<file path="config.mk">
export PLATFORM = sky130hd
export DESIGN_NAME = decode_multi_flat
export DESIGN_NICKNAME = d
export VERILOG_FILES = /design/src/rtl/decode_multi_pkg.sv /design/src/rtl/decode_multi_if.sv /design/src/rtl/decode_multi_lane.sv /design/src/rtl/decode_multi.sv /design/src/flat_wrapper.sv
export SDC_FILE = /design/constraint.sdc
export NUM_CORES = 2
export LEC_CHECK = 0
export CAP_MARGIN = 20
export CORE_MARGIN = 2
export CORE_UTILIZATION = 45
export CTS_CLUSTER_DIAMETER = 100
export DETAILED_ROUTE_END_ITERATION = 10
export GPL_TIMING_DRIVEN = 1
export PLACE_DENSITY_LB_ADDON = 0.12
export SYNTH_ARGS = -nofsm -noshare
export SYNTH_HDL_FRONTEND = slang
export SYNTH_SLANG_ARGS = --single-unit
</file>
<file path="constraint.sdc">
create_clock -name clk -period 16.95 [get_ports clk]
set_input_delay 5.085 -clock clk [delete_from_list [all_inputs] [get_ports clk]]
set_output_delay 5.085 -clock clk [all_outputs]
set_load 0.005 [all_outputs]
</file>
<file path="src/rtl/decode_multi_pkg.sv">
// Shared types for the multi-lane decode stage: opcodes, ALU/FU encodings and the decoded entry.
// DECODE_ILLEGAL_DETECT_EN adds an `illegal` flag to decoded_t.
package decode_multi_pkg;

    localparam logic [6:0] OPC_LUI    = 7'b0110111;
    localparam logic [6:0] OPC_AUIPC  = 7'b0010111;
    localparam logic [6:0] OPC_JAL    = 7'b1101111;
    localparam logic [6:0] OPC_JALR   = 7'b1100111;
    localparam logic [6:0] OPC_BRANCH = 7'b1100011;
    localparam logic [6:0] OPC_LOAD   = 7'b0000011;
    localparam logic [6:0] OPC_STORE  = 7'b0100011;
    localparam logic [6:0] OPC_OP_IMM = 7'b0010011;
    localparam logic [6:0] OPC_OP     = 7'b0110011;

    localparam logic [6:0] F7_BASE   = 7'h00;
    localparam logic [6:0] F7_ALT    = 7'h20;
    localparam logic [6:0] F7_MULDIV = 7'h01;

    localparam logic [1:0] FU_ALU = 2'd0;
    localparam logic [1:0] FU_MUL = 2'd1;
    localparam logic [1:0] FU_DIV = 2'd2;
    localparam logic [1:0] FU_LSU = 2'd3;

    localparam logic [3:0] ALU_NONE = 4'h0;
    localparam logic [3:0] ALU_SUB  = 4'h1;
    localparam logic [3:0] ALU_SLL  = 4'h2;
    localparam logic [3:0] ALU_SLT  = 4'h3;
    localparam logic [3:0] ALU_SLTU = 4'h4;
    localparam logic [3:0] ALU_XOR  = 4'h5;
    localparam logic [3:0] ALU_SRL  = 4'h6;
    localparam logic [3:0] ALU_SRA  = 4'h7;
    localparam logic [3:0] ALU_OR   = 4'h8;
    localparam logic [3:0] ALU_AND  = 4'h9;
    localparam logic [3:0] ALU_ADD  = 4'hA;
    localparam logic [3:0] ALU_PASS = 4'hB;   // result = imm (LUI, and AUIPC with pc folded in)
    localparam logic [3:0] ALU_BR   = 4'hC;
    localparam logic [3:0] ALU_JMP  = 4'hD;

    typedef struct packed {
        logic [31:0] pc;
        logic [31:0] inst;
        logic [6:0]  opcode;
        logic [4:0]  rs1;
        logic [4:0]  rs2;
        logic [4:0]  rd;
        logic [31:0] imm;
        logic [3:0]  alu_op;
        logic [1:0]  fukind;
        logic [2:0]  subop;
        logic        dest_we;
        logic        pred_taken;
        logic [7:0]  bht_idx;
        logic [31:0] pred_target;
`ifdef DECODE_ILLEGAL_DETECT_EN
        logic        illegal;
`endif
    } decoded_t;

    // alt selects SUB over ADD and SRA over SRL.
    function automatic logic [3:0] alu_from_f3(input logic [2:0] funct3, input logic alt);
        case (funct3)
            3'b000:  return alt ? ALU_SUB : ALU_ADD;
            3'b001:  return ALU_SLL;
            3'b010:  return ALU_SLT;
            3'b011:  return ALU_SLTU;
            3'b100:  return ALU_XOR;
            3'b101:  return alt ? ALU_SRA : ALU_SRL;
            3'b110:  return ALU_OR;
            default: return ALU_AND;
        endcase
    endfunction

endpackage

</file>
<file path="src/rtl/decode_multi_if.sv">
// Instruction-queue to decode to dispatch bundle; master drives IQ lanes and dispatch controls.
interface decode_multi_if
    import decode_multi_pkg::*;
#(
    parameter int WIDTH = 2
);
    localparam int TW = $clog2(WIDTH + 1);

    logic [WIDTH-1:0]        iq_valid;
    logic [WIDTH-1:0][31:0]  iq_pc;
    logic [WIDTH-1:0][31:0]  iq_inst;
    logic [WIDTH-1:0]        iq_pred_taken;
    logic [WIDTH-1:0][7:0]   iq_bht_idx;
    logic [WIDTH-1:0][31:0]  iq_pred_target;
    logic                    iq_ready;
    logic [WIDTH-1:0]        dec_valid;
    decoded_t [WIDTH-1:0]    dec_uop;
    logic [WIDTH-1:0][63:0]  dec_order;
    logic [TW-1:0]           dec_take;
    logic                    dec_flush;

    modport master (
        output iq_valid, iq_pc, iq_inst, iq_pred_taken, iq_bht_idx, iq_pred_target,
        input  iq_ready,
        input  dec_valid, dec_uop, dec_order,
        output dec_take, dec_flush
    );

    modport slave (
        input  iq_valid, iq_pc, iq_inst, iq_pred_taken, iq_bht_idx, iq_pred_target,
        output iq_ready,
        output dec_valid, dec_uop, dec_order,
        input  dec_take, dec_flush
    );

endinterface

</file>
<file path="src/rtl/decode_multi_lane.sv">
// Single-lane RV32IM decoder: instruction word plus prediction metadata -> decoded_t.
// DECODE_ILLEGAL_DETECT_EN flags unknown opcodes and bad OP funct7 values.
module decode_lane
    import decode_multi_pkg::*;
(
    input  logic [31:0] pc,
    input  logic [31:0] inst,
    input  logic        pred_taken,
    input  logic [7:0]  bht_idx,
    input  logic [31:0] pred_target,
    output decoded_t    uop
);
    logic [6:0]  opcode;
    logic [2:0]  funct3;
    logic [6:0]  funct7;
    logic        rd_nz;
    logic [31:0] imm_i, imm_s, imm_b, imm_u, imm_j;

    assign opcode = inst[6:0];
    assign funct3 = inst[14:12];
    assign funct7 = inst[31:25];
    assign rd_nz  = (inst[11:7] != 5'd0);
    assign imm_i  = {{20{inst[31]}}, inst[31:20]};
    assign imm_s  = {{20{inst[31]}}, inst[31:25], inst[11:7]};
    assign imm_b  = {{19{inst[31]}}, inst[31], inst[7], inst[30:25], inst[11:8], 1'b0};
    assign imm_u  = {inst[31:12], 12'b0};
    assign imm_j  = {{11{inst[31]}}, inst[31], inst[19:12], inst[20], inst[30:21], 1'b0};

    always_comb begin
        // NOTE: clear the whole entry first so every path drives every field and no latch is inferred.
        uop             = '0;
        uop.pc          = pc;
        uop.inst        = inst;
        uop.opcode      = opcode;
        uop.rs1         = inst[19:15];
        uop.rs2         = inst[24:20];
        uop.rd          = inst[11:7];
        uop.pred_taken  = pred_taken;
        uop.bht_idx     = bht_idx;
        uop.pred_target = pred_target;
        case (opcode)
            OPC_LUI, OPC_AUIPC: begin
                uop.rs1     = '0;
                uop.rs2     = '0;
                uop.imm     = (opcode == OPC_AUIPC) ? pc + imm_u : imm_u;
                uop.alu_op  = ALU_PASS;
                uop.dest_we = rd_nz;
            end
            OPC_JAL: begin
                uop.rs1     = '0;
                uop.rs2     = '0;
                uop.imm     = imm_j;
                uop.alu_op  = ALU_JMP;
                uop.dest_we = rd_nz;
            end
            OPC_JALR: begin
                uop.rs2     = '0;
                uop.imm     = imm_i;
                uop.alu_op  = ALU_JMP;
                uop.dest_we = rd_nz;
            end
            OPC_BRANCH: begin
                uop.imm    = imm_b;
                uop.alu_op = ALU_BR;
                uop.subop  = funct3;
            end
            OPC_LOAD, OPC_STORE: begin
                uop.imm     = (opcode == OPC_LOAD) ? imm_i : imm_s;
                uop.rs2     = (opcode == OPC_LOAD) ? 5'd0 : inst[24:20];
                uop.alu_op  = ALU_ADD;
                uop.fukind  = FU_LSU;
                uop.subop   = funct3;
                uop.dest_we = (opcode == OPC_LOAD) && rd_nz;
            end
            OPC_OP_IMM: begin
                uop.rs2     = '0;
                uop.imm     = imm_i;
                uop.alu_op  = alu_from_f3(funct3, (funct3 == 3'b101) && inst[30]);
                uop.dest_we = rd_nz;
            end
            OPC_OP: begin
                uop.dest_we = rd_nz;
                if (funct7 == F7_MULDIV) begin
                    uop.fukind = funct3[2] ? FU_DIV : FU_MUL;
                    uop.subop  = funct3;
                end else begin
                    uop.alu_op = alu_from_f3(funct3, funct7[5]);
`ifdef DECODE_ILLEGAL_DETECT_EN
                    uop.illegal = (funct7 != F7_BASE) && (funct7 != F7_ALT);
`endif
                end
            end
            default: begin
                uop.rs1 = '0;
                uop.rs2 = '0;
`ifdef DECODE_ILLEGAL_DETECT_EN
                uop.illegal = 1'b1;
`endif
            end
        endcase
`ifdef DECODE_ILLEGAL_DETECT_EN
        // Illegal entries still flow to the ROB, which traps on them.
        if (uop.illegal) begin
            uop.dest_we = 1'b0;
            uop.fukind  = FU_ALU;
        end
`endif
    end

endmodule

</file>
<file path="src/rtl/decode_multi.sv">
// WIDTH-lane decode stage: decodes IQ lanes on enqueue into a DEPTH-entry circular buffer
// and presents the oldest WIDTH entries to dispatch with program-order tags.
module decode_multi
    import decode_multi_pkg::*;
#(
    parameter int WIDTH = 2,
    parameter int DEPTH = 4
)(
    input  logic           clk,
    input  logic           rst,
    decode_multi_if.slave  bus
);
    localparam int PW = (DEPTH > 1) ? $clog2(DEPTH) : 1;
    localparam int CW = $clog2(DEPTH + 1);

    decoded_t        lane_uop [WIDTH];
    decoded_t        buf_q    [DEPTH];
    logic [PW-1:0]   head_q, tail_q;
    logic [CW-1:0]   count_q;
    logic [63:0]     order_q;
    logic [CW-1:0]   n_enq, n_take;
    logic            accept;
    int              free_slots;

    function automatic logic [PW-1:0] wrap(input logic [PW-1:0] base, input int off);
        return PW'((int'(base) + off) % DEPTH);
    endfunction

    for (genvar g = 0; g < WIDTH; g++) begin : g_lane
        decode_lane u_lane (
            .pc          (bus.iq_pc[g]),
            .inst        (bus.iq_inst[g]),
            .pred_taken  (bus.iq_pred_taken[g]),
            .bht_idx     (bus.iq_bht_idx[g]),
            .pred_target (bus.iq_pred_target[g]),
            .uop         (lane_uop[g])
        );
    end

    // Readiness uses start-of-cycle occupancy only, so dispatch never feeds back into iq_ready.
    always_comb free_slots = DEPTH - int'(count_q);
    assign bus.iq_ready = !bus.dec_flush && (free_slots >= WIDTH);
    assign accept       = bus.iq_ready;
    assign n_take       = CW'(bus.dec_take);

    always_comb begin
        n_enq = '0;
        for (int i = 0; i < WIDTH; i++) begin
            if (accept && bus.iq_valid[i]) n_enq = n_enq + CW'(1);
        end
    end

    // NOTE: entry storage has no reset; head/count qualify it, so stale entries are never shown.
    always_ff @(posedge clk) begin
        for (int i = 0; i < WIDTH; i++) begin
            if (accept && bus.iq_valid[i]) buf_q[wrap(tail_q, i)] <= lane_uop[i];
        end
    end

    always_ff @(posedge clk) begin
        if (rst) begin
            head_q  <= '0;
            tail_q  <= '0;
            count_q <= '0;
            order_q <= '0;
        end else if (bus.dec_flush) begin
            head_q  <= '0;
            tail_q  <= '0;
            count_q <= '0;
        end else begin
            head_q  <= wrap(head_q, int'(bus.dec_take));
            tail_q  <= wrap(tail_q, int'(n_enq));
            count_q <= count_q + n_enq - n_take;
            order_q <= order_q + 64'(bus.dec_take);
        end
    end

    always_comb begin
        for (int i = 0; i < WIDTH; i++) begin
            bus.dec_valid[i] = (i < int'(count_q));
            bus.dec_uop[i]   = buf_q[wrap(head_q, i)];
            bus.dec_order[i] = order_q + 64'(i);
        end
    end

    a_iq_contiguous : assert property (@(posedge clk) disable iff (rst)
        (bus.iq_valid & (bus.iq_valid + WIDTH'(1))) == '0);

    a_take_le_valid : assert property (@(posedge clk) disable iff (rst)
        int'(bus.dec_take) <= ((int'(count_q) < WIDTH) ? int'(count_q) : WIDTH));

endmodule

</file>
<file path="src/flat_wrapper.sv">
// flat-port wrapper written by rule: the top's interface ports become plain ports
module decode_multi_flat import decode_multi_pkg::*;
#(
    parameter int WIDTH = 2,
    parameter int DEPTH = 4
)
  (clk, rst, bus_iq_valid, bus_iq_pc, bus_iq_inst, bus_iq_pred_taken, bus_iq_bht_idx, bus_iq_pred_target, bus_iq_ready, bus_dec_valid, bus_dec_uop, bus_dec_order, bus_dec_take, bus_dec_flush);
  decode_multi_if #(.WIDTH(WIDTH)) bus_i ();
  input  logic clk;
  input  logic rst;
  input wire logic [$bits(bus_i.iq_valid)-1:0] bus_iq_valid;
  input wire logic [$bits(bus_i.iq_pc)-1:0] bus_iq_pc;
  input wire logic [$bits(bus_i.iq_inst)-1:0] bus_iq_inst;
  input wire logic [$bits(bus_i.iq_pred_taken)-1:0] bus_iq_pred_taken;
  input wire logic [$bits(bus_i.iq_bht_idx)-1:0] bus_iq_bht_idx;
  input wire logic [$bits(bus_i.iq_pred_target)-1:0] bus_iq_pred_target;
  output wire logic [$bits(bus_i.iq_ready)-1:0] bus_iq_ready;
  output wire logic [$bits(bus_i.dec_valid)-1:0] bus_dec_valid;
  output wire logic [$bits(bus_i.dec_uop)-1:0] bus_dec_uop;
  output wire logic [$bits(bus_i.dec_order)-1:0] bus_dec_order;
  input wire logic [$bits(bus_i.dec_take)-1:0] bus_dec_take;
  input wire logic [$bits(bus_i.dec_flush)-1:0] bus_dec_flush;
  assign bus_i.iq_valid = bus_iq_valid;
  assign bus_i.iq_pc = bus_iq_pc;
  assign bus_i.iq_inst = bus_iq_inst;
  assign bus_i.iq_pred_taken = bus_iq_pred_taken;
  assign bus_i.iq_bht_idx = bus_iq_bht_idx;
  assign bus_i.iq_pred_target = bus_iq_pred_target;
  assign bus_iq_ready = bus_i.iq_ready;
  assign bus_dec_valid = bus_i.dec_valid;
  assign bus_dec_uop = bus_i.dec_uop;
  assign bus_dec_order = bus_i.dec_order;
  assign bus_i.dec_take = bus_dec_take;
  assign bus_i.dec_flush = bus_dec_flush;
  decode_multi #(.WIDTH(WIDTH), .DEPTH(DEPTH)) u_core (.clk(clk), .rst(rst), .bus(bus_i));
endmodule
</file>
[After elaboration in Yosys (flattened, before gate mapping)]
Memories as Yosys holds them, arrays and structs flattened. A register that Yosys moved wholly into a read port is not among the register bits.
Index checks and enable logic that the tools add are counted.
Storage, ports and cells
  register bits after elaboration: 71
  latch bits: 0
  memory bits (writable): 676
  bits in read-only memories: 0
  input bits: 217
  output and inout bits: 469
  memories kept: 1
Cells by class
  add/subtract/negate cells: 12
  $mul: 0
  divide/modulo/power cells: 0
  order comparisons: 3
  equality and inequality tests: 32
  shift operators: 0
  muxes and demuxes: 45
  bitwise operators: 0
  reductions and logical operators: 29
Memories
  u_core.buf_q: words 4, width 169, rd ports 2, clocked after Yosys merged registers in 1, write ports 2, RTL line decode_multi.sv:17  | decoded_t buf_q [DEPTH];
Operators with widths (number)
  32-bit one-hot mux with 5 select lines: 2
  4-bit one-hot mux with 7 select lines: 4
  32-bit adder: 2
  64-bit by 1-bit adder with 64-bit output, second input constant: 1
  64-bit by 2-bit adder with 64-bit output: 1
  32-bit 2-to-1 mux: 2
  4-bit one-hot mux with 6 select lines: 2
  7-bit by 6-bit equality test with 1-bit output, second input constant: 6
  7-bit equality test, second input constant: 6
  5-bit 2-to-1 mux: 8
  32-bit by 3-bit >= comparator with 1-bit output, second input constant: 1
  7-bit by 5-bit equality test with 1-bit output, second input constant: 4
  4-bit 2-to-1 mux: 6
  6-bit OR reduction: 4
  2-bit OR reduction: 11
  5-bit one-hot mux with 2 select lines: 2
  3-bit equality test, second input constant: 6
  7-bit by 1-bit equality test with 1-bit output, second input constant: 2
  7-bit by 2-bit equality test with 1-bit output, second input constant: 2
  3-bit by 2-bit equality test with 1-bit output, second input constant: 4
  3-bit one-hot mux with 2 select lines: 2
  5-bit nonzero test: 2
  1-bit 2-to-1 mux: 9
  2-bit 2-to-1 mux: 4
  14 further kinds: 28

[Depth between registers and ports, before layout]
  word-level depth: 9
  gate-level depth with buffers: 14

[Hierarchy]
A second synthesis with hierarchy kept.
Second synthesis, totals
  cell total of the unflattened synthesis: 3319
  area, all modules: 47669.5 um^2
By module, submodules not included
  decode_multi: instances 1, cells an instance 2459, area an instance 41683.7 um^2
  decode_lane: instances 2, cells an instance 430, area an instance 2992.9 um^2

[Worst setup path after synthesis]
Ideal clock, no wire load.
  kind: input -> register
  start point: in bus_dec_flush
  end point: mem u_core.buf_q[0][0] (netlist name) (enable)
  arrival time: 17063 ps
  data required time: 16046 ps
  slack: -1017 ps
  cell stages on the path: 3
  path buffers: 0
  cell sequence: nor3_1 nand2_1 o31ai_1
RTL lines
  start: declaration: RTL line flat_wrapper.sv:22  | input wire logic [$bits(bus_i.dec_flush)-1:0] bus_dec_flush;
  end: declaration: RTL line decode_multi.sv:17

[Worst setup path after layout]
  start point: in bus_dec_flush
  end point: out bus_iq_ready
On the way
  word-level cells in the longest chain between the ends: 2
RTL lines
  1-bit logical NOT: RTL line decode_multi.sv:42  | assign bus.iq_ready = !bus.dec_flush && (free_slots >= WIDTH);
  1-bit logical AND: RTL line decode_multi.sv:42
  end: declaration: RTL line flat_wrapper.sv:17  | output wire logic [$bits(bus_i.iq_ready)-1:0] bus_iq_ready;
Every way passes these cells.

==> reports/metrics.yaml <==
cts:
  clk_latency_ns: 0.64
  cts_tree: "done"
  root_buffer: "clkbuf_16"
  clkTransAtPathRegs_ns: 0.06
  cts_buffer_depth: 3
  cts.sinks: 699
  cts-buffers-inserted: 80
  holdBufCountCts: 0
  cts-resized-gates: 0
  htree_num_levels: 3
  cts_setup_buffers: 0
timing:
  max_freq_mhz: 82.1
  setup_viol: 0
  worst_hold_slack_ns: 0.531
  skew_ns: 0.0171
  fin_crit_sh_pct: 71.8
  relSlewSlack_pct: 11.9
  period_minus_slack_ns: 12.18
  hold_viol: 0
  worst_slew_pin_slew_ns: 1.32
  worst_slack_ns: 4.77
  rsz0062_at_grt: "no"
  slew_viol_final: 0
pwr:
  power.density_nw_per_um2: 95.8
  peakVddDrop_v: 0.0000674
  p_leak_nw: 19.3
worst_hold_path:
  min_path_type: "flip-flop to flip-flop"
  min_from: "u_core.order_q[59]$_SDFFE_PP0N_"
  worstHoldPathCells: 2
  holdPathEnd: "u_core.order_q[59]$_SDFFE_PP0N_"
setup_path:
  cp-start-kind: "primary input"
  cp_max_fo: 14
  rr_worst_depth: 12
  reg2reg_from: "u_core.count_q[1]$_SDFF_PP0_"
  worst_r2r_endpoint: "u_core.buf_q[0][81]$_DFFE_PP_"
  crit_type: "primary input to primary output"
  rrSetupSlack_ns: 12.24
  endpoint_kind: "primary output"
  critPathRequiredTime_ns: 11.86
  arrival_ns: 7.09
floorplan:
  core_area_um2: 91800
  die_y_um: 309
  rows: 111
  io_pins: 686
  dieArea_um2: 95200
  die_w_um: 309
  start_util_pct: 45.5
synth:
  synth_edf_count: 628
  synthAdderAreaFrac_pct: 1.68
  ys_seq_area_share_pct: 48.6
  synth_area_um2: 41700
  synth_top_family_by_area: "simple AND/OR/NAND/NOR gates"
  synth_compound_area_share_pct: 6.34
  async_flop_share_pct: 0
  yosysWarningCount: 0
  synth_flop_cell: "edfxtp_1"
  synthCells: 3945
  avgSynthCellArea_um2: 10.6
  synth.distinct_cells: 75
  ys_ff_latch: 699
  yosys.area_share.simple_pct: 18.9
  synth.mux.area_fraction_pct: 18.5
  syn_nets: 4215
  synth_xor_area_share_pct: 2.81
layout:
  final_nets: 4754
  fillers: 7789
  stdcell_area_um2: 52200
  final_common_cell: "nand2_1"
  drive_gt1_share_pct: 11.9
  instances_no_fill: 5794
  area_growth_pct: 25.1
  layout_common_cells: "1,358 x nand2_1, 684 x clkdlybuf4s50_1, 628 x edfxtp_1"
detailed_routing:
  routedWlPerCell_um: 25.9
  drc: 0
  drt_wl_total_mm: 150
  drt-vias-per-instance: 5.93
  drtPass1Iterations: 8
  drtIter0Drc: 3471
  vias: 34300
  antenna_left: 0
global_routing:
  grt_usage_pct: 30.9
  grt_pass1_wl_mm: 216
  grt_max_degree: 117
  antenna_found_initial: 11
  overflow: 0
  grt_pass1_vias: 32200
job:
  cap_violations: 0
place:
  placed_cells: 5640
  dp_hpwl_mm: 103
  dp_slack_ns: 4.81
  gp_congestion: 0.934
  port_buffers: 685
  dpl_cell_area_um2: 49500
outcome:
  run_status: "finished, final reports clean"
[state kept, by name (all words and copies together), names as in the netlist]
name	cells
u_core.tail_q	2
u_core.buf_q	628
u_core.count_q	3
u_core.head_q	2
u_core.order_q	64
[cells in the mapped netlist, drive strengths merged (66+ instances only)]
cell / number / share of area (%)
buf: 96 / 1.1
xnor2: 66 / 1.4
mux4: 314 / 17
edfxtp: 628 / 45
xor2: 68 / 1.4
nand3: 110 / 1.3
a21oi: 152 / 1.8
nand2: 1360 / 12
o21ai: 141 / 1.7
clkbuf: 202 / 1.8
dfxtp: 71 / 3.4
nor2: 249 / 2.2
[worst max-delay path, stage by stage]
cell and delay, ns:
clkdlybuf4s50_1 0.74, nor3_1 0.56, clkdlybuf4s50_1 0.70
[layer usage]
metal | wire length (µm) | GRT usage [%] | vias to the layer above | part of all wire, %
met4 | 7030 | 13.3 | 10 | 4.7
met3 | 13600 | 6.20 | 311 | 9.1
met5 | 68 | 0 | - | 0.045
met2 | 71600 | 50.4 | 1737 | 48
met1 | 57500 | 40.2 | 16900 | 38
li1 | - | - | 15400 | -
[through the flow]
stage	setup TNS [ns]	utilization, %	power (W)
final	0	56.9	0.00500
after detailed placement	0	54.0	0.00331
after CTS	0	56.7	0.00502
after floorplan	-319.32	-	0.00274
after global placement	0	54.0	0.00330
after global routing	0	56.8	0.00517
[cells by family after synthesis]
kind of cell	count (synthesis)
and+or+nand+nor	1912
AOI/OAI and AO/OA	439
buffers and inverters	331
xor gates and xnor gates	134
DFF	699
adders and majority gates	53
muxes	377
[worst max-delay path by stage]
stage	from	to	slack (ns)	cells past startpoint
2_1_floorplan	bus_dec_flush	u_core.buf_q[0][0]$_DFFE_PP_	-1.02	3
3_3_place_gp	bus_dec_flush	bus_iq_ready	4.89	3
3_5_place_dp	bus_dec_flush	bus_iq_ready	4.81	3
4_1_cts	bus_dec_flush	bus_iq_ready	4.79	3
5_1_grt	bus_dec_flush	bus_iq_ready	4.70	3
6_report	bus_dec_flush	bus_iq_ready	4.77	3
[report_power, final]
| group | switching, W | leakage (nW) | internal [W] |
|---|---|---|---|
| clock | 0.000730 | 1.25 | 0.000991 |
| combinational | 0.000603 | 11.6 | 0.000549 |
| sequential | 0.0000682 | 6.38 | 0.00206 |
[layout make-up]
class	count	area, µm²	area share, %
diodes	9	22.5	0.0431
clock buffers	94	2100	4.02
clock inverters	46	434	0.832
inverters	33	124	0.237
multi-input cells	2915	20200	38.7
flip-flops and latches	699	20300	38.9
well taps	1243	1560	2.98
repair buffers	755	7450	14.3
Note: power is estimated with default switching activity, not from simulation.
